`src/rtl/stage_ctrl.sv`:
```
// stage_ctrl: game-flow sequencer owning the display state code.
// Moves TITLE -> STAGE1..3 -> SUCCESS/FAIL screens from button pulses, gameplay events
// and the frame tick. It also tracks hearts, collected keys, stage-clear flags and the
// dark-stage flag.
// Ports:
//   clk, rst        - system clock, synchronous active-high reset
//   frame_tick      - one pulse per video frame
//   btn_start/back  - debounced button pulses
//   hit, key_pick, goal - gameplay event pulses
//   state           - screen code (0 TITLE .. 8 FAIL)
//   heart, key_find - remaining hearts, sticky collected keys
//   play_valid      - bit0 gameplay active, bits 3:1 stage cleared
//   isDark          - high while in STAGE3
module stage_ctrl #(
  parameter int unsigned SUCCESS_FRAMES = 120,
  parameter int unsigned FAIL_FRAMES    = 180,
  parameter int unsigned INVULN_FRAMES  = 60,
  parameter int unsigned MAX_HEARTS     = 3
) (
  input  logic       clk,
  input  logic       rst,
  input  logic       frame_tick,
  input  logic       btn_start,
  input  logic       btn_back,
  input  logic       hit,
  input  logic [1:0] key_pick,
  input  logic       goal,
  output logic [3:0] state,
  output logic [1:0] heart,
  output logic [1:0] key_find,
  output logic [3:0] play_valid,
  output logic       isDark
);

  typedef enum logic [3:0] {
    StTitle    = 4'd0,
    StStaff    = 4'd1,
    StStage1   = 4'd2,
    StSuccess1 = 4'd3,
    StStage2   = 4'd4,
    StSuccess2 = 4'd5,
    StStage3   = 4'd6,
    StSuccess3 = 4'd7,
    StFail     = 4'd8
  } st_e;

  localparam logic [7:0] SuccLast   = 8'(SUCCESS_FRAMES - 1);
  localparam logic [7:0] FailLast   = 8'(FAIL_FRAMES - 1);
  localparam logic [7:0] InvulnLoad = 8'(INVULN_FRAMES);
  localparam logic [1:0] HeartLoad  = 2'(MAX_HEARTS);

  st_e        state_q, state_d;
  logic [1:0] heart_q, heart_d;
  logic [1:0] key_q, key_d;
  logic [2:0] clear_q, clear_d;
  logic [7:0] timer_q, timer_d;
  logic [7:0] inv_q, inv_d;
  logic       active_q, dark_q;

  logic [1:0] key_now;
  logic       fatal;
  logic       screen_done;
  logic       is_stage_d;

  always_comb begin
    state_d     = state_q;
    heart_d     = heart_q;
    key_d       = key_q;
    clear_d     = clear_q;
    timer_d     = timer_q;
    inv_d       = inv_q;
    key_now     = key_q | key_pick;
    fatal       = 1'b0;
    screen_done = 1'b0;

    unique case (state_q)
      StTitle: begin
        if (btn_start) begin
          state_d = StStage1;
        end else if (btn_back) begin
          state_d = StStaff;
        end
      end
      StStaff: begin
        if (btn_start || btn_back) begin
          state_d = StTitle;
        end
      end
      StStage1, StStage2, StStage3: begin
        key_d = key_now;
        if (frame_tick && (inv_q != 8'd0)) begin
          inv_d = inv_q - 8'd1;
        end
        if (hit && (inv_q == 8'd0)) begin
          if (heart_q == 2'd1) begin
            fatal   = 1'b1;
            heart_d = 2'd0;
            state_d = StFail;
          end else begin
            heart_d = heart_q - 2'd1;
            inv_d   = InvulnLoad;
          end
        end
        if (!fatal) begin
          if (btn_back) begin
            state_d = StTitle;
          end else if (goal && (key_now == 2'b11)) begin
            unique case (state_q)
              StStage1: begin
                state_d    = StSuccess1;
                clear_d[0] = 1'b1;
              end
              StStage2: begin
                state_d    = StSuccess2;
                clear_d[1] = 1'b1;
              end
              default: begin
                state_d    = StSuccess3;
                clear_d[2] = 1'b1;
              end
            endcase
          end
        end
      end
      StSuccess1, StSuccess2, StSuccess3: begin
        // Timer saturates at the last frame; the exit fires on that same edge.
        if (frame_tick && (timer_q < SuccLast)) begin
          timer_d = timer_q + 8'd1;
        end
        screen_done = btn_start || (frame_tick && (timer_q == SuccLast));
        if (screen_done) begin
          unique case (state_q)
            StSuccess1: state_d = StStage2;
            StSuccess2: state_d = StStage3;
            default:    state_d = StTitle;
          endcase
        end
      end
      StFail: begin
        if (frame_tick && (timer_q < FailLast)) begin
          timer_d = timer_q + 8'd1;
        end
        if (btn_start || (frame_tick && (timer_q == FailLast))) begin
          state_d = StTitle;
        end
      end
      default: begin
        state_d = StTitle;
      end
    endcase

    is_stage_d = (state_d == StStage1) || (state_d == StStage2) || (state_d == StStage3);

    // Entry actions, applied on top of whatever the current state decided.
    if (state_d != state_q) begin
      timer_d = 8'd0;
      if (is_stage_d) begin
        heart_d = HeartLoad;
        key_d   = 2'b00;
        inv_d   = 8'd0;
      end else if (state_d == StTitle) begin
        heart_d = 2'd0;
        key_d   = 2'b00;
        inv_d   = 8'd0;
      end
    end
  end

  always_ff @(posedge clk) begin
    if (rst) begin
      state_q  <= StTitle;
      heart_q  <= 2'd0;
      key_q    <= 2'b00;
      clear_q  <= 3'b000;
      timer_q  <= 8'd0;
      inv_q    <= 8'd0;
      active_q <= 1'b0;
      dark_q   <= 1'b0;
    end else begin
      state_q  <= state_d;
      heart_q  <= heart_d;
      key_q    <= key_d;
      clear_q  <= clear_d;
      timer_q  <= timer_d;
      inv_q    <= inv_d;
      active_q <= is_stage_d;
      dark_q   <= (state_d == StStage3);
    end
  end

  assign state      = state_q;
  assign heart      = heart_q;
  assign key_find   = key_q;
  assign play_valid = {clear_q, active_q};
  assign isDark     = dark_q;

endmodule

```
`config.mk`:
```
export PLATFORM = sky130hd
export DESIGN_NAME = stage_ctrl
export DESIGN_NICKNAME = d
export VERILOG_FILES = /design/src/rtl/stage_ctrl.sv
export SDC_FILE = /design/constraint.sdc
export NUM_CORES = 1
export LEC_CHECK = 0
export ABC_AREA = 1
export CAP_MARGIN = 0
export CORE_ASPECT_RATIO = 1.25
export CORE_MARGIN = 1.5
export CORE_UTILIZATION = 60
export CTS_BUF_LIST = sky130_fd_sc_hd__clkbuf_8
export DETAILED_ROUTE_END_ITERATION = 10
export PLACE_DENSITY = 0.85
export SLEW_MARGIN = 20
export SYNTH_ARGS = -nofsm -noshare
export SYNTH_HDL_FRONTEND = slang
export SYNTH_SLANG_ARGS = --single-unit
export TNS_END_PERCENT = 10
```
`constraint.sdc`:
```
create_clock -name clk -period 4.5 [get_ports clk]
set_input_delay 0.45 -clock clk [delete_from_list [all_inputs] [get_ports clk]]
set_output_delay 0.45 -clock clk [all_outputs]
set_load 0.01 [all_outputs]
```
==> impl_results.md, run 1 <==
- Post-route worst setup slack: around 2.3 ns
- Post-CTS setup buffers: 0
- Rel. slew slack: 74.95%
- Die X: between 50 and 60 µm
- Synth cell types: 31
- Clock latency on the worst-skew pair: 0.28 ns
- Routed Antenna Nets: 0
- Global-route usage over all layers: between 20% and 30%
- Buffers on Ports: 21
- Synth top area share: 31.85%
- Switching pwr: 218.0 µW
- Dpl cell area: 0.002067 mm²
- Ys async rst share: 0%
- Setup CP Type: input pin to flop
- Die Y: 64.63 µm
- CP required: around 4.7 ns
- Pre-CTS setup slack: 2.061 ns
- P_int: between 400 and 500 µW
- Fillers: between 200 and 300
- RSZ-0062 raised after global routing: false
- # DRC: 0
- Status: finished, final reports clean
- Vias in the first global route: around 1.6k
- Iteration-0 DRC Markers: 51
- Post-CTS Resized: 0
- Sequential power share: a little over two fifths
- 1st-pass router iterations: 4
- Seq/Total Area, Yosys: about a third
- Initial Util: 62.48%
- Clk pwr share: 31.4%
- Mapped Avg Cell Area: 6.752 µm²
- Antenna violations before repair: 0
- Row cnt: 22
- H-tree level count: 2
- Yosys warning count: 0
- Area growth syn-to-layout: 17.91%
- Worst Hold Slack: 0.4558 ns
- Worst r2r dst: timer_q[2]$_SDFFE_PP0P_
- Reg clk slew, reported paths: 0.07 ns
- Largest net degree at the start of global routing: 10
- Ys flop type: dfxtp_1
- Final GP Congestion: just under 0.9
- Mapped cell area: 0.001823 mm²
- Final TNS setup: 0 ns
- Worst Tran Pin Value: 0.3752 ns
- Max Fanout on Critical Path: 8
- Final period utilization: 48.58%
- Net Count, Synth: 283
- Min-delay worst type: flop to flop
- R2R depth: 14
- Total core area: 0.002918 mm²
- Most frequent cells after synthesis: nand2_1 (61), nor2_1 (32), dfxtp_1 (29)
- First-pass GRT wire length: approximately 6600 µm
- Power Dens Cells: 304.2 mW/mm²
- Die ar.: 0.003380 mm²
- Routed WL: 4016 µm
- Io pins: 22
- Grt ovf: 0
- Cell taking the most area after synthesis: dfxtp_1
- Num CTS Buffers: 5
- DR vias/cell: 5.378
- Max Slew Vio Count: 0
- Worst hold path depth: 2
- Final #Nets: 309
- Clock Skews: 0.004418 ns
- Post-detail-place hpwl: a little over 3000 µm
- Hold path start: clear_q[2]$_SDFFE_PP0P_
- Total number of vias: 1791
- Clk buf depth: 2
- Ant. Diodes: 0
- Power consumption: 654.0 µW
- Number of synthesized flops with an enable pin: 0
- Mapped Cells: 270
- Post-CTS Hold Fix Bufs: 0
- Share of cells above drive strength 1: 17.17%
- Final Instance Area: 0.002150 mm²
- Cell with the most instances after synthesis: nand2_1
- Max_cap viols: 0
- Reg-to-reg startpoint: state[2]$_SDFF_PP0_
- Fin crit period: 2.186 ns
- Flops & latches, synth: 29
- Synth top area cells: dfxtp_1 (32%), nand2_1 (13%), nor2_1 (6.6%), nand3_1 (6.3%), inv_1 (5.8%)
- Highest clock rate: 457.4 MHz
- Combinational fraction of design power: 25.9%
- Peak supply drop: roughly 0.24 mV
- Net Sw Frac: 33.33%
- Kind of end point of the critical path: flop
- DR WL/cell: 12.06 µm
- Clock root cell: clkbuf_8
- Leakage: 0.9496 nW
- Sink Count: 29
- Crit path launch type: input pin
- Setup slack, reg-to-reg: about 2.4 ns
- Hold EP: clear_q[2]$_SDFFE_PP0P_
- Final Hold Fails: 0
- Setup-failing EPs final: 0
- Worst EP arrival: about 2.4 ns
- CTS tree: done
[layout by cell type (no fill, tap or decap), drive strengths merged]
cell           Yosys  layout
or2                1       1
xor2               3       3
nand4              8       8
o31ai              1       1
clkbuf             0       5
nor3               5       5
nor2              49      49
o21a               2       2
nor4               1       1
a21oi             17      17
nand2             73      73
nor3b              2       2
a21boi             1       1
o21ai             11      11
dfxtp             29      29
xnor2              1       1
ha                 4       4
clkdlybuf4s50      0      21
inv               34      35
clkinv             0       2
nand3             25      25
a31oi              1       1
[final cells by class]
cell class | count | area (µm²) | area share, %
clock buffers | 5 | 68.82 | 3.201
clock inverters | 3 | 13.76 | 0.6403
inverters | 34 | 127.6 | 5.937
multi-input cells | 205 | 1104 | 51.34
flip-flops and latches | 29 | 580.6 | 27.01
well taps | 36 | 45.04 | 2.095
repair buffers | 21 | 210.2 | 9.779
[logic make-up (layout without fill, tap and decap cells)]
family / count (synthesis) / after routing / share of synthesized area (%)
compound gates: 33 / 33 / 10.43
xor+xnor: 4 / 4 / 1.922
fa+ha+maj: 4 / 4 / 2.745
buf+inv: 36 / 63 / 7.618
flops: 29 / 29 / 31.85
simple gates: 164 / 164 / 45.44
[sequential cells by signal (all words and copies together) (netlist names)]
| register | cells |
|---|---|
| active_q | 1 |
| clear_q | 3 |
| heart | 2 |
| inv_q | 8 |
| isDark | 1 |
| key_find | 2 |
| state | 4 |
| timer_q | 8 |
[routing by layer]
| metal | wire length, µm | global-route usage [%] | vias up |
|---|---|---|---|
| met5 | 0 | 0 | - |
| met4 | 108 | 9.615 | 0 |
| met3 | 205 | 7.143 | 16 |
| met2 | 2037 | 46.25 | 51 |
| met1 | 1664 | 28.30 | 800 |
| li1 | - | - | 924 |
[per-stage QoR]
| step | cells | util, % |
|---|---|---|
| after floorplan | 270 | - |
| after global placement | 325 | 70.84 |
| after detailed placement | 325 | 70.84 |
| after CTS | 333 | 73.67 |
| after global routing | 333 | 73.67 |
| final | 333 | 73.67 |
[power by group through the flow]
stage	sequential (mW)	combinational (mW)	clock, mW
floorplan	0.287	0.118	0
global placement	0.285	0.165	0
detailed placement	0.285	0.168	0
CTS	0.279	0.169	0.210
global route	0.281	0.190	0.222
finish	0.280	0.169	0.205
[worst max-delay path: stages]
cell and delay, ns:
clkdlybuf4s50_1 0.48, nor2_1 0.05, nor2_1 0.13, nand2_1 0.18
nand2_1 0.12, nand4_2 0.14, nand2_2 0.14, nand2_1 0.06
nand2_1 0.09, nand3_1 0.10, nor2_2 0.12, nand2_2 0.14
nor3b_2 0.18
[how the worst max path moves through the flow]
stage,start,endpoint,slack [ns],depth (start not counted)
after floorplan,state[2]$_SDFF_PP0_,inv_q[0]$_SDFF_PP0_,2.72,14
after global placement,key_pick[1],timer_q[2]$_SDFFE_PP0P_,2.08,13
after detailed placement,key_pick[1],timer_q[2]$_SDFFE_PP0P_,2.06,13
after CTS,key_pick[1],timer_q[2]$_SDFFE_PP0P_,2.35,13
after global routing,key_pick[1],timer_q[2]$_SDFFE_PP0P_,2.16,13
final,key_pick[1],timer_q[2]$_SDFFE_PP0P_,2.31,13
Power figures use the tool's default switching activity.
==> run 2, diff against run 1 <==
--- a/config.mk
+++ b/config.mk
@@ -9,10 +9,10 @@
 export CAP_MARGIN = 0
 export CORE_ASPECT_RATIO = 1.25
 export CORE_MARGIN = 1.5
-export CORE_UTILIZATION = 60
+export CORE_UTILIZATION = 52
 export CTS_BUF_LIST = sky130_fd_sc_hd__clkbuf_8
 export DETAILED_ROUTE_END_ITERATION = 10
-export PLACE_DENSITY = 0.85
+export PLACE_DENSITY = 0.78
 export SLEW_MARGIN = 20
 export SYNTH_ARGS = -nofsm -noshare
 export SYNTH_HDL_FRONTEND = slang
==> constraint.sdc (replaced) <==
create_clock -name clk -period 1.9 [get_ports clk]
set_input_delay 0.19 -clock clk [delete_from_list [all_inputs] [get_ports clk]]
set_output_delay 0.19 -clock clk [all_outputs]
set_load 0.01 [all_outputs]
==> run 2 against run 1 <==
- routed wire length is 45% higher
- the run now ends with negative setup slack left
- critical endpoint is now heart[0]$_SDFF_PP0_
- design area is 26% higher
- highest routed layer unchanged
- non-clock buffer count is 49 higher
- register-to-register slack worse by 2.5 ns
- clock skew is 0.0023 ns lower
- die area rose by 15%
- count of clock-buffer cells in the layout unchanged
==> impl_results.md, run 2 (synthesized netlist as in run 1, its figures left out) <==
- Power consumption: 1.761 mW (was 654.0 µW)
- Clock latency on the worst-skew pair: 0.29 ns (was 0.28 ns)
- Fillers: 192 (was 262)
- Initial Util: 55.57% (was 62.48%)
- 1st-pass router iterations: 4 (unchanged)
- P_int: 1.131 mW (was 436.0 µW)
- Buffers on Ports: 21 (unchanged)
- Kind of end point of the critical path: flop (unchanged)
- Max Fanout on Critical Path: 6 (was 8)
- Reg clk slew, reported paths: 0.07 ns (about the same)
- Worst Hold Slack: 0.4647 ns (was 0.4558 ns)
- Dpl cell area: 0.002346 mm² (was 0.002067 mm²)
- Die X: 55.96 µm (was 52.30 µm)
- Rel. slew slack: 74.50% (was 74.95%)
- Most common cell after layout, fill and taps aside: buf_4 (was nand2_1)
- Post-detail-place hpwl: 3421 µm (was 3107 µm)
- Total number of vias: 2097 (was 1791)
- Fin crit period: 2.029 ns
- Clk buf depth: 2 (unchanged)
- Final GP Congestion: 0.8849 (was 0.8882)
- First-pass GRT wire length: 8142 µm (was 6644 µm)
- Max_cap viols: 0 (unchanged)
- Delay-heaviest family, CP: simple AND/OR/NAND/NOR gates (unchanged)
- DR vias/cell: 5.475 (was 5.378)
- Combinational fraction of design power: 34.0% (was 25.9%)
- Grt ovf: 0 (unchanged)
- RSZ-0062 raised after global routing: true (was false)
- Area of the multi-input gates: 0.001274 mm² (was 0.001104 mm²)
- DR WL/cell: 15.19 µm (was 12.06 µm)
- Io pins: 22 (unchanged)
- Min-delay worst type: flop to flop (unchanged)
- Switching pwr: 630.8 µW (was 218.0 µW)
- Leakage: 1.226 nW (was 0.9496 nW)
- # placed instances: 363 (was 325)
- Routed Antenna Nets: 0 (unchanged)
- Crit path launch type: flop (was input pin)
- Highest clock rate: 492.8 MHz
- Share of cells above drive strength 1: 41.62% (was 17.17%)
- Post-route worst setup slack: -0.1291 ns (was 2.314 ns)
- Register Area: 594.3 µm² (was 580.6 µm²)
- Final Hold Fails: 0 (unchanged)
- Worst EP arrival: 2.20 ns (was 2.40 ns)
- Layout Cells excl Fill: 383 (was 333)
- Row cnt: 23 (was 22)
- H-tree level count: 2 (unchanged)
- Worst path cell trace: inv_2, ha_4, nand2_2, nor2_4, nand3_4, nand2_4, nor2_2, nand2_2, nand2_4, nand2_1, nand3_2, nor2_4, nor2_2, nor2_1, nor2_1 (was clkdlybuf4s50_1, nor2_1, nor2_1, nand2_1, nand2_1, nand4_2, nand2_2, nand2_1, nand2_1, nand3_1, nor2_2, nand2_2, nor3b_2)
- Clock Skews: 0.002156 ns (was 0.004418 ns)
- Power Dens Cells: 651.1 mW/mm² (was 304.2 mW/mm²)
- Die ar.: 0.003872 mm² (was 0.003380 mm²)
- Die Y: 69.20 µm (was 64.63 µm)
- Post-CTS Hold Fix Bufs: 0 (unchanged)
- Worst Tran Pin Value: 0.3821 ns (was 0.3752 ns)
- Clk pwr share: 28.6% (was 31.4%)
- Final period utilization: 106.8%
- Max Slew Vio Count: 0 (unchanged)
- Vias in the first global route: 1873 (was 1646)
- Ant. Diodes: 0 (unchanged)
- # DRC: 0 (unchanged)
- Sequential power share: 37.4% (was 42.8%)
- Antenna violations before repair: 0 (unchanged)
- Net Sw Frac: 35.81% (was 33.33%)
- CP required: 2.08 ns (was 4.71 ns)
- Num CTS Buffers: 5 (unchanged)
- CTS tree: done (unchanged)
- Buf+Inv Stages, Crit Path: 1 (unchanged)
- Area growth syn-to-layout: 48.39% (was 17.91%)
- Peak supply drop: 0.6207 mV (was 0.2407 mV)
- Routed WL: 5818 µm (was 4016 µm)
- Iteration-0 DRC Markers: 139 (was 51)
- Sink Count: 29 (unchanged)
- Commonest cells after routing, fill and taps aside: buf_4 (49), nand2_1 (44), inv_1 (26) (was nand2_1 (61), nor2_1 (32), inv_1 (29), dfxtp_1 (29), nand3_1 (23))
- Total core area: 0.003281 mm² (was 0.002918 mm²)
- Final Instance Area: 0.002705 mm² (was 0.002150 mm²)
- Setup slack, reg-to-reg: -0.13 ns (was 2.41 ns)
- Worst-path cell with the longest stage delay: dfxtp_2 (was clkdlybuf4s50_1)
- Setup-failing EPs final: 19 (was 0)
- Global-route usage over all layers: 26.13% (was 25.93%)
- Largest net degree at the start of global routing: 10 (unchanged)
- Final #Nets: 358 (was 309)
- CP max stage delay: 0.33 ns (was 0.48 ns)
- Failing checks: negative setup slack
- Status: finished, violations left (was finished, final reports clean)
- Setup CP Type: flop to flop (was input pin to flop)
- Clock root cell: clkbuf_8 (unchanged)
-- run 2: cell count changes in the layout (fill, tap and decap cells not counted), sizes merged --
cell,previous run,this run
buf,0,49
-- run 2: power by group through the flow --
stage | Clock [mW] | Sequential (mW) | Combinational (mW)
after detailed placement | 0 | 0.669 | 0.465
after global placement | 0 | 0.669 | 0.458
after global routing | 0.528 | 0.660 | 0.643
after CTS | 0.502 | 0.656 | 0.493
final | 0.504 | 0.658 | 0.599
after floorplan | 0 | 0.679 | 0.279
-- run 2: final timing paths --
path                           startpoint                 endpoint  depth (start not counted)
setup reg to reg      inv_q[0]$_SDFF_PP0_      heart[0]$_SDFF_PP0_                         15
hold / removal    clear_q[2]$_SDFFE_PP0P_  clear_q[2]$_SDFFE_PP0P_                          2
hold reg to reg   clear_q[2]$_SDFFE_PP0P_  clear_q[2]$_SDFFE_PP0P_                          2
setup / recovery      inv_q[0]$_SDFF_PP0_      heart[0]$_SDFF_PP0_                         15
-- run 2: per-stage QoR --
step	utilization [%]	setup slack [ns]	TNS [ns]
3_5_place_dp	71.51	-0.1754	-2.772
6_report	82.46	-0.1291	-0.6791
4_1_cts	75.48	-0.003298	-0.004855
3_3_place_gp	71.51	-0.1604	-2.527
2_1_floorplan	-	0.1244	0
5_1_grt	82.46	-0.2032	-3.162
-- run 2: cell type report --
type                       instances  share of cell area (%)
multi-input combinational        205                   47.09
clock buffer                       5                   2.544
tap                               37                   1.711
inverter                          34                   4.810
clock inverter                     3                  0.5088
timing repair buffer              70                   21.37
sequential                        29                   21.97
-- run 2: timing repair --
item | in CTS | in global routing
endpoints found under the setup margin | 20 | 22
resized for setup | 9 | 49
pin swaps | 2 | 20
buffers inserted | 2 | 10
-- run 2: per-layer routing --
| layer | global-route usage (%) | up-vias | share of wire (%) |
|---|---|---|---|
| met1 | 31.39 | 956 | 40 |
| met4 | 8.466 | 0 | 3.4 |
| met5 | 0 | - | 0 |
| met2 | 45.88 | 91 | 50 |
| li1 | - | 1024 | - |
| met3 | 5.410 | 26 | 6.2 |
-- run 2: tightest hold or removal path, cell delays in order, from the launching register on --
cell and delay (ns):
dfxtp_1 0.31, inv_1 0.05, a21oi_1 0.06
==> run 3, diff against run 2 <==
--- a/config.mk
+++ b/config.mk
@@ -13,8 +13,8 @@
 export CTS_BUF_LIST = sky130_fd_sc_hd__clkbuf_8
 export DETAILED_ROUTE_END_ITERATION = 10
 export PLACE_DENSITY = 0.78
-export SLEW_MARGIN = 20
+export SLEW_MARGIN = 5
 export SYNTH_ARGS = -nofsm -noshare
 export SYNTH_HDL_FRONTEND = slang
 export SYNTH_SLANG_ARGS = --single-unit
-export TNS_END_PERCENT = 10
+export TNS_END_PERCENT = 100
==> constraint.sdc (replaced) <==
create_clock -name clk -period 1.7 [get_ports clk]
set_input_delay 0.17 -clock clk [delete_from_list [all_inputs] [get_ports clk]]
set_output_delay 0.17 -clock clk [all_outputs]
set_load 0.01 [all_outputs]
==> run 3 against run 2 <==
- the flow now stops in 5_1_grt
- synthesized cell count did not move
- area after synthesis did not move
==> impl_results.md, run 3 <==
- Die Y: 69.20 µm (unchanged)
- Status: aborted with a tool error (was finished, violations left)
- WEP type: register input
- Synth top area share: 31.85% (unchanged)
- Mux contribution to synthesized area: 0% (unchanged)
- Initial Util: 55.57% (unchanged)
- Pre-CTS setup slack: -0.4719 ns (was -0.1754 ns)
- H-tree level count: 2 (unchanged)
- Sink Count: 29 (unchanged)
- Grt ovf: 243
- Ys async rst share: 0% (unchanged)
- Num CTS Buffers: 5 (unchanged)
- Synth cell types: 31 (unchanged)
- Cell with the most instances after synthesis: nand2_1 (unchanged)
- Global-route usage over all layers: between 80% and 90%
- Clk buf depth: 2 (unchanged)
- Number of synthesized flops with an enable pin: 0 (unchanged)
- Cell taking the most area after synthesis: dfxtp_1 (unchanged)
- Clock root cell: clkbuf_8 (unchanged)
- Mapped Cells: 270 (unchanged)
- Compound-cell area share of the yosys netlist: 10.43% (unchanged)
- Most frequent cells after synthesis: nand2_1 (61), nor2_1 (32), dfxtp_1 (29) (unchanged)
- Mapped cell area: 0.001823 mm² (unchanged)
- Post-detail-place hpwl: 3937 µm (was 3421 µm)
- Synth Area in Simple Gates: 45.44% (unchanged)
- Synth top area cells: dfxtp_1 (32%), nand2_1 (13%), nor2_1 (6.6%), nand3_1 (6.3%), inv_1 (5.8%) (unchanged)
- Net Count, Synth: 283 (unchanged)
- First error: [ERROR GRT-0232] Routing congestion too high. Check the congestion heatmap in the GUI.
- Failed at: 5_1_grt
- Final GP Congestion: 0.8430 (was 0.8849)
- Largest net degree at the start of global routing: 10
- Largest family of logic cells by synthesized area: simple AND/OR/NAND/NOR gates (unchanged)
- Buffers on Ports: 21 (unchanged)
- # placed instances: 397 (was 363)
- Mapped Avg Cell Area: 6.752 µm² (unchanged)
- Yosys warning count: 0 (unchanged)
- Flops & latches, synth: 29 (unchanged)
- XOR/XNOR share of the synthesized area: 1.922% (unchanged)
- Synth Area in Adders: 2.745% (unchanged)
- Seq/Total Area, Yosys: 31.85% (unchanged)
- Io pins: 22 (unchanged)
- Row cnt: 23 (unchanged)
- Ys flop type: dfxtp_1 (unchanged)
- GRT worst endpoint: heart[1]$_SDFF_PP0_/D
- Die X: 55.96 µm (unchanged)
[run 3: cell counts after synthesis]
Identical to the previous run, type by type.
[run 3: stage by stage]
stage	hold WS [ns]	instance area (µm²)	utilization [%]
detailed placement	0.4438	2614	79.67
global placement	0.4407	2614	79.67
floorplan	0.3447	1836	-
CTS	0.4542	2964	90.35
[run 3: kinds of logic after synthesis]
| kind of cell | after synthesis |
|---|---|
| xor+xnor | 4 |
| compound gates | 33 |
| buf+inv | 36 |
| flops | 29 |
| fa+ha+maj | 4 |
| simple gates | 164 |
[run 3: what timing repair did]
| item | CTS |
|---|---|
| pin swaps | 32 |
| hold buffers | 0 |
| gates resized for setup | 50 |
| setup buffers | 8 |
| setup endpoints to repair | 21 |
[run 3: metal layers]
metal	overflow	track usage [%]
met1	2	82.81
met2	175	116.1
met3	0	56.90
met4	66	103.4
met5	0	0
==> run 4, diff against run 3 <==
--- a/config.mk
+++ b/config.mk
@@ -7,12 +7,10 @@
 export LEC_CHECK = 0
 export ABC_AREA = 1
 export CAP_MARGIN = 0
-export CORE_ASPECT_RATIO = 1.25
 export CORE_MARGIN = 1.5
-export CORE_UTILIZATION = 52
-export CTS_BUF_LIST = sky130_fd_sc_hd__clkbuf_8
+export CORE_UTILIZATION = 40
 export DETAILED_ROUTE_END_ITERATION = 10
-export PLACE_DENSITY = 0.78
+export PLACE_DENSITY_LB_ADDON = 0.15
 export SLEW_MARGIN = 5
 export SYNTH_ARGS = -nofsm -noshare
 export SYNTH_HDL_FRONTEND = slang
==> constraint.sdc (replaced) <==
create_clock -name clk -period 2.2 [get_ports clk]
set_input_delay 0.22 -clock clk [delete_from_list [all_inputs] [get_ports clk]]
set_output_delay 0.22 -clock clk [all_outputs]
set_load 0.01 [all_outputs]
==> run 4 against run 3 <==
- the run now ends clean
==> impl_results.md, run 4 (synthesized netlist as in run 1, its figures left out) <==
- Kind of end point of the critical path: flop
- 1st-pass router iterations: 5
- Rel. slew slack: between 70% and 80%
- Power consumption: 1.359 mW
- Routed WL: 4000 µm
- CP required: between 2 and 2.5 ns
- Global-route usage over all layers: 17.94%
- Combinational fraction of design power: 27.4%
- DR WL/cell: 11.33 µm
- DR vias/cell: 4.952
- Buffers on Ports: 21 (unchanged)
- Grt ovf: 0
- Net Sw Frac: 33.13%
- Clk buf depth: 2 (unchanged)
- Clock Skews: between 0.003 and 0.004 ns
- Min-delay worst type: flop to flop
- Status: finished, final reports clean (was aborted with a tool error)
- Antenna violations before repair: 0
- # DRC: 0
- CTS tree: done
- Area growth syn-to-layout: 22.03%
- P_int: 908.7 µW
- Final GP Congestion: 0.9748 (was 0.8430)
- Register Area: 580.6 µm²
- Num CTS Buffers: 5 (unchanged)
- First-pass GRT wire length: 7086 µm
- Die X: 70.51 µm (was 55.96 µm)
- Sink Count: 29 (unchanged)
- Worst EP arrival: 2.19 ns
- Post-detail-place hpwl: 3077 µm (was 3937 µm)
- Final #Nets: roughly 310
- Crit path launch type: flop
- Ant. Diodes: 0
- Share of cells above drive strength 1: 18.60%
- Reg clk slew, reported paths: 0.06 ns
- Max Slew Vio Count: 0
- Post-route worst setup slack: ~0.23 ns
- Area of the multi-input gates: 0.001129 mm²
- Fin crit period: between 1.5 and 2 ns
- H-tree level count: 2 (unchanged)
- Initial Util: 41.58% (was 55.57%)
- Sequential power share: 41.6%
- Final Hold Fails: 0
- Power Dens Cells: between 600 and 700 mW/mm²
- Row cnt: 24 (was 23)
- Highest clock rate: 506.7 MHz
- Setup-failing EPs final: 0
- Worst Hold Slack: 0.4523 ns
- Clk pwr share: 31.1%
- Max Fanout on Critical Path: 8
- Largest net degree at the start of global routing: 10
- Finished Core Util: 50.74%
- Clock latency on the worst-skew pair: roughly 0.28 ns
- Iteration-0 DRC Markers: between 50 and 60
- Peak supply drop: 0.2412 mV
- Io pins: 22 (unchanged)
- Routed Antenna Nets: 0
- Die Y: 70.51 µm (was 69.20 µm)
- Leakage: 0.9747 nW
- Most common cell after layout, fill and taps aside: nand2_1
- Final period utilization: 89.71%
- Fillers: approximately 430
- Die ar.: roughly 0.0050 mm²
- Worst Tran Pin Value: 0.3690 ns
- Pre-CTS setup slack: 0.003885 ns (was -0.4719 ns)
- Max_cap viols: 0
- Total number of vias: 1748
- Total core area: 0.004384 mm²
- Vias in the first global route: 1662
- Setup CP Type: flop to flop
- Switching pwr: 450.2 µW
- Clock root cell: clkbuf_8 (unchanged)
- RSZ-0062 raised after global routing: false
- Commonest cells after routing, fill and taps aside: nand2_1 (60), nor2_1 (32), dfxtp_1 (29)
-- run 4: routing by layer --
| metal | share of wire (%) | GRT usage [%] | vias up | wire [µm] |
|---|---|---|---|---|
| met1 | 47 | 20.53 | 770 | 1860 |
| met3 | 3.4 | 4.329 | 13 | 136 |
| met5 | 0 | 0 | - | 0 |
| met2 | 47 | 30.71 | 33 | 1860 |
| li1 | - | - | 932 | - |
| met4 | 3.6 | 9.615 | 0 | 142 |
-- run 4: cell type report --
| type | count | share of cell area (%) |
|---|---|---|
| tap | 52 | 2.925 |
| clock inverter | 2 | 0.4499 |
| clock buffer | 6 | 3.262 |
| timing repair buffer | 25 | 10.80 |
| sequential | 29 | 26.10 |
| multi-input combinational | 205 | 50.73 |
| inverter | 34 | 5.737 |
-- run 4: worst paths after layout --
path	startpoint	end	slack [ns]	depth (start not counted)
setup / recovery	timer_q[0]$_SDFFE_PP0P_	timer_q[2]$_SDFFE_PP0P_	0.23	15
hold reg to reg	clear_q[2]$_SDFFE_PP0P_	clear_q[2]$_SDFFE_PP0P_	0.45	2
setup reg to reg	timer_q[0]$_SDFFE_PP0P_	timer_q[2]$_SDFFE_PP0P_	0.23	15
hold / removal	clear_q[2]$_SDFFE_PP0P_	clear_q[2]$_SDFFE_PP0P_	0.45	2
-- run 4: stage by stage --
step                cells  area, µm²   TNS [ns]
floorplan             270       1823          0
global placement      345       2117  -0.006648
detailed placement    345       2117          0
CTS                   353       2200          0
global route          353       2225          0
finish                353       2225          0
-- run 4: power by group through the flow --
stage,registers (mW),clock network [mW],logic (mW)
5_1_grt,0.568,0.466,0.420
3_3_place_gp,0.577,0,0.358
2_1_floorplan,0.587,0,0.241
4_1_cts,0.565,0.442,0.359
3_5_place_dp,0.577,0,0.357
6_report,0.565,0.422,0.372
-- run 4: repair_timing --
action                                  CTS  global route
hold buffers                              0             0
resized for setup                         0             5
endpoints found under the setup margin    0            20
setup buffers                             0             0
-- run 4: critical path, cell delays in order (launching register included) --
cell     delay, ns
dfxtp_1       0.37
ha_1          0.19
nand2_1       0.07
nor2_1        0.10
nand2_1       0.11
nand2_1       0.11
nand2_1       0.06
nand3_1       0.06
nand2_1       0.05
inv_1         0.08
nand2_1       0.11
nand2_1       0.08
nand3_1       0.10
nor2_4        0.14
nand2_4       0.10
nor3b_2       0.16
==> RTL edit (settings of run 2) <==
Reset style: asynchronous (`rst`), changed in one clocked block. Comments in the files are not updated.
--- a/src/rtl/stage_ctrl.sv
+++ b/src/rtl/stage_ctrl.sv
@@ -168,3 +168,3 @@
 
-  always_ff @(posedge clk) begin
+  always_ff @(posedge clk or posedge rst) begin
     if (rst) begin
Behaviour: differs if rst is asserted again (counterexample within 4 cycles, from zero or initial values and one cycle with rst high); with rst held inactive, the same outputs for 10 cycles.
==> RTL edit against run 2 <==
The flow finishes with violations (design-rule violations, negative setup slack). Sequential cell count unchanged. Cell area rose by 7.1%. Setup slack improved by 0.010 ns. Worst hold slack lost 0.18 ns. Critical path depth is 2 lower. Routed wire length up 4.2%. Synthesized cell count is 1.5% higher. Synthesized area increased by 7.3%. Largest cell class unchanged. Highest routed layer unchanged.
Power is not compared: it rests on default switching activity, and its combinational part moved more than twofold at a synthesized area within 25%.
==> RTL edit: results (changes against run 2) <==
- Outcome: finished with violations
- Failing checks: design-rule violations, negative setup slack
- Peak VDD IR: 0.817 mV
- Arr. time, crit path: 2.23 ns (+0.03 ns)
- Wl on met1: 2410 um (+3.5%)
- Vias/cell: 5.62 (+2.7%)
- Syn Nets: 287 (+1.4%)
- First-pass GRT wire length: 8700 um (+6.9%)
- Dpl cells: 369 (+1.7%)
- Clock buffer depth: 2 (unchanged)
- Relative slew slack: 0.758 (+0.0135)
- Post-synth top cells: 75 x nand2_1, 38 x inv_1, 32 x nor2_1, 29 x dfrtp_1, 29 x nand3_1
- Number of buffers added on ports: 21 (unchanged)
- Crit path max fanout: 9 (+3)
- Setup TNS: -1.46 ns (-0.777 ns)
- Synthesized area per cell: 7.14 um2 (+5.7%)
- Top_reg_cell synth: dfrtp_1
- Top cells by area, synth: dfrtp_1 37%, nand2_1 14%, nand3_1 7.4%, inv_1 7.3%, nor2_1 6.1%
- Pre-CTS setup slack: -0.193 ns (-0.0177 ns)
- Metal3 WL: 400 um (+10%)
- FFs w/ async S/R, synth: 1.00 (+1.00)
- First DRT Iteration DRCs: 164 (+18%)
- DRT Wirelength: 6060 um (+4.2%)
- Final GP Congestion: 0.905 (+2.3%)
- Final net count: 361 (+0.84%)
- Largest net degree at the start of global routing: 30 (+20)
- Share of cells above drive strength 1: 0.415 (-0.000712)
- HP Class: input pin to async pin
- Total track usage: 0.273 (+0.0118)
- Count of final setup violators: 20 (+1)
- Start of the worst register-to-register path: state[1]
- R2R cell count: 13 (-2)
- PnR worst setup slack: -0.119 ns (+0.0104 ns)
- Hold slack: 0.286 ns (-0.179 ns)
- Residual DRC: 1 (+1)
- Metal2 WL: 2990 um (+2.2%)
- Setup Skew: 0.00841 ns (+0.00626 ns)
- Clk slew on worst S/H paths: 0.07 ns (about the same)
- Vias in the first global route: 1963 (+4.8%)
- Register area share after synthesis: 0.371 (+0.0526)
- Critical R2R Capture: timer_q[6]
- Hpwl dp: 3520 um (+3.0%)
- Via count: 2181 (+4.0%)
- Cell variety after synth: 30 (-3.2%)
- DR pass1 iterations: 8 (+4)
- Static Leak: 1.45 nW
- P&R area growth vs syn: 48.2%
## RTL edit: critical path: stages, from the launching register on
cell	delay, ns
dfrtp_2	0.44
inv_1	0.10
nor2_2	0.17
nand2_2	0.10
nand2_4	0.11
nand2_1	0.08
nor2_1	0.15
nand2_2	0.09
nand2_2	0.09
nand2_2	0.07
nand2_2	0.08
nand3_4	0.13
buf_16	0.18
nor2_1	0.14
## RTL edit: worst max path at each step
stage	from	to	slack, ns
6_report	state[1]	timer_q[6]	-0.12
3_3_place_gp	key_pick[0]	inv_q[3]	-0.15
5_1_grt	state[1]	timer_q[6]	-0.23
3_5_place_dp	key_pick[0]	key_find[0]	-0.19
4_1_cts	state[3]	key_find[0]	-0.003
2_1_floorplan	inv_q[0]	heart[0]	0.1
## RTL edit: cell type report
| cell class | instances | area [um2] |
|---|---|---|
| Tap cell | 39 | 48.8 |
| Inverter | 41 | 154 |
| Clock inverter | 3 | 17.5 |
| Fill cell | 208 | 646 |
| Multi-Input combinational cell | 200 | 1250 |
| Sequential cell | 29 | 731 |
| Clock buffer | 5 | 68.8 |
| Timing Repair Buffer | 71 | 626 |
## RTL edit: cells by family (layout without fill, tap and decap cells)
kind of cell | Yosys count | after routing | share of synthesized area
compound gates | 26 | 26 | 0.0992
xor+xnor | 6 | 6 | 0.0269
fa+ha+maj | 4 | 4 | 0.0256
buf+inv | 45 | 120 | 0.0966
flops | 29 | 29 | 0.371
simple gates | 164 | 164 | 0.381
## RTL edit: metal layers
metal  GRT usage  vias to the layer above
li1            -                     1018
met1       0.333                     1010
met2       0.449                      116
met3      0.0650                       37
met4       0.132                        0
met5           0                        -
## RTL edit: per-stage QoR
stage	instance area, um2	total power [mW]
3_3_place_gp	2480	3.40
4_1_cts	2730	4.42
6_report	2900	4.91
5_1_grt	2900	5.20
2_1_floorplan	1960	2.47
3_5_place_dp	2480	3.46
## RTL edit: what timing repair did
| action | in CTS | in global routing |
|---|---|---|
| setup endpoints to repair | 20 | 22 |
| gates cloned | 1 | 0 |
| resized for setup | 26 | 43 |
| pin swaps | 12 | 11 |
| setup buffers | 5 | 6 |
## RTL edit: power by group through the flow
stage / Clock, mW / Combinational [mW] / Sequential [mW]
after floorplan: 0 / 1.52 / 0.945
after global placement: 0 / 2.50 / 0.899
after detailed placement: 0 / 2.55 / 0.906
after CTS: 0.510 / 3.01 / 0.902
after global routing: 0.542 / 3.71 / 0.951
final: 0.508 / 3.46 / 0.937
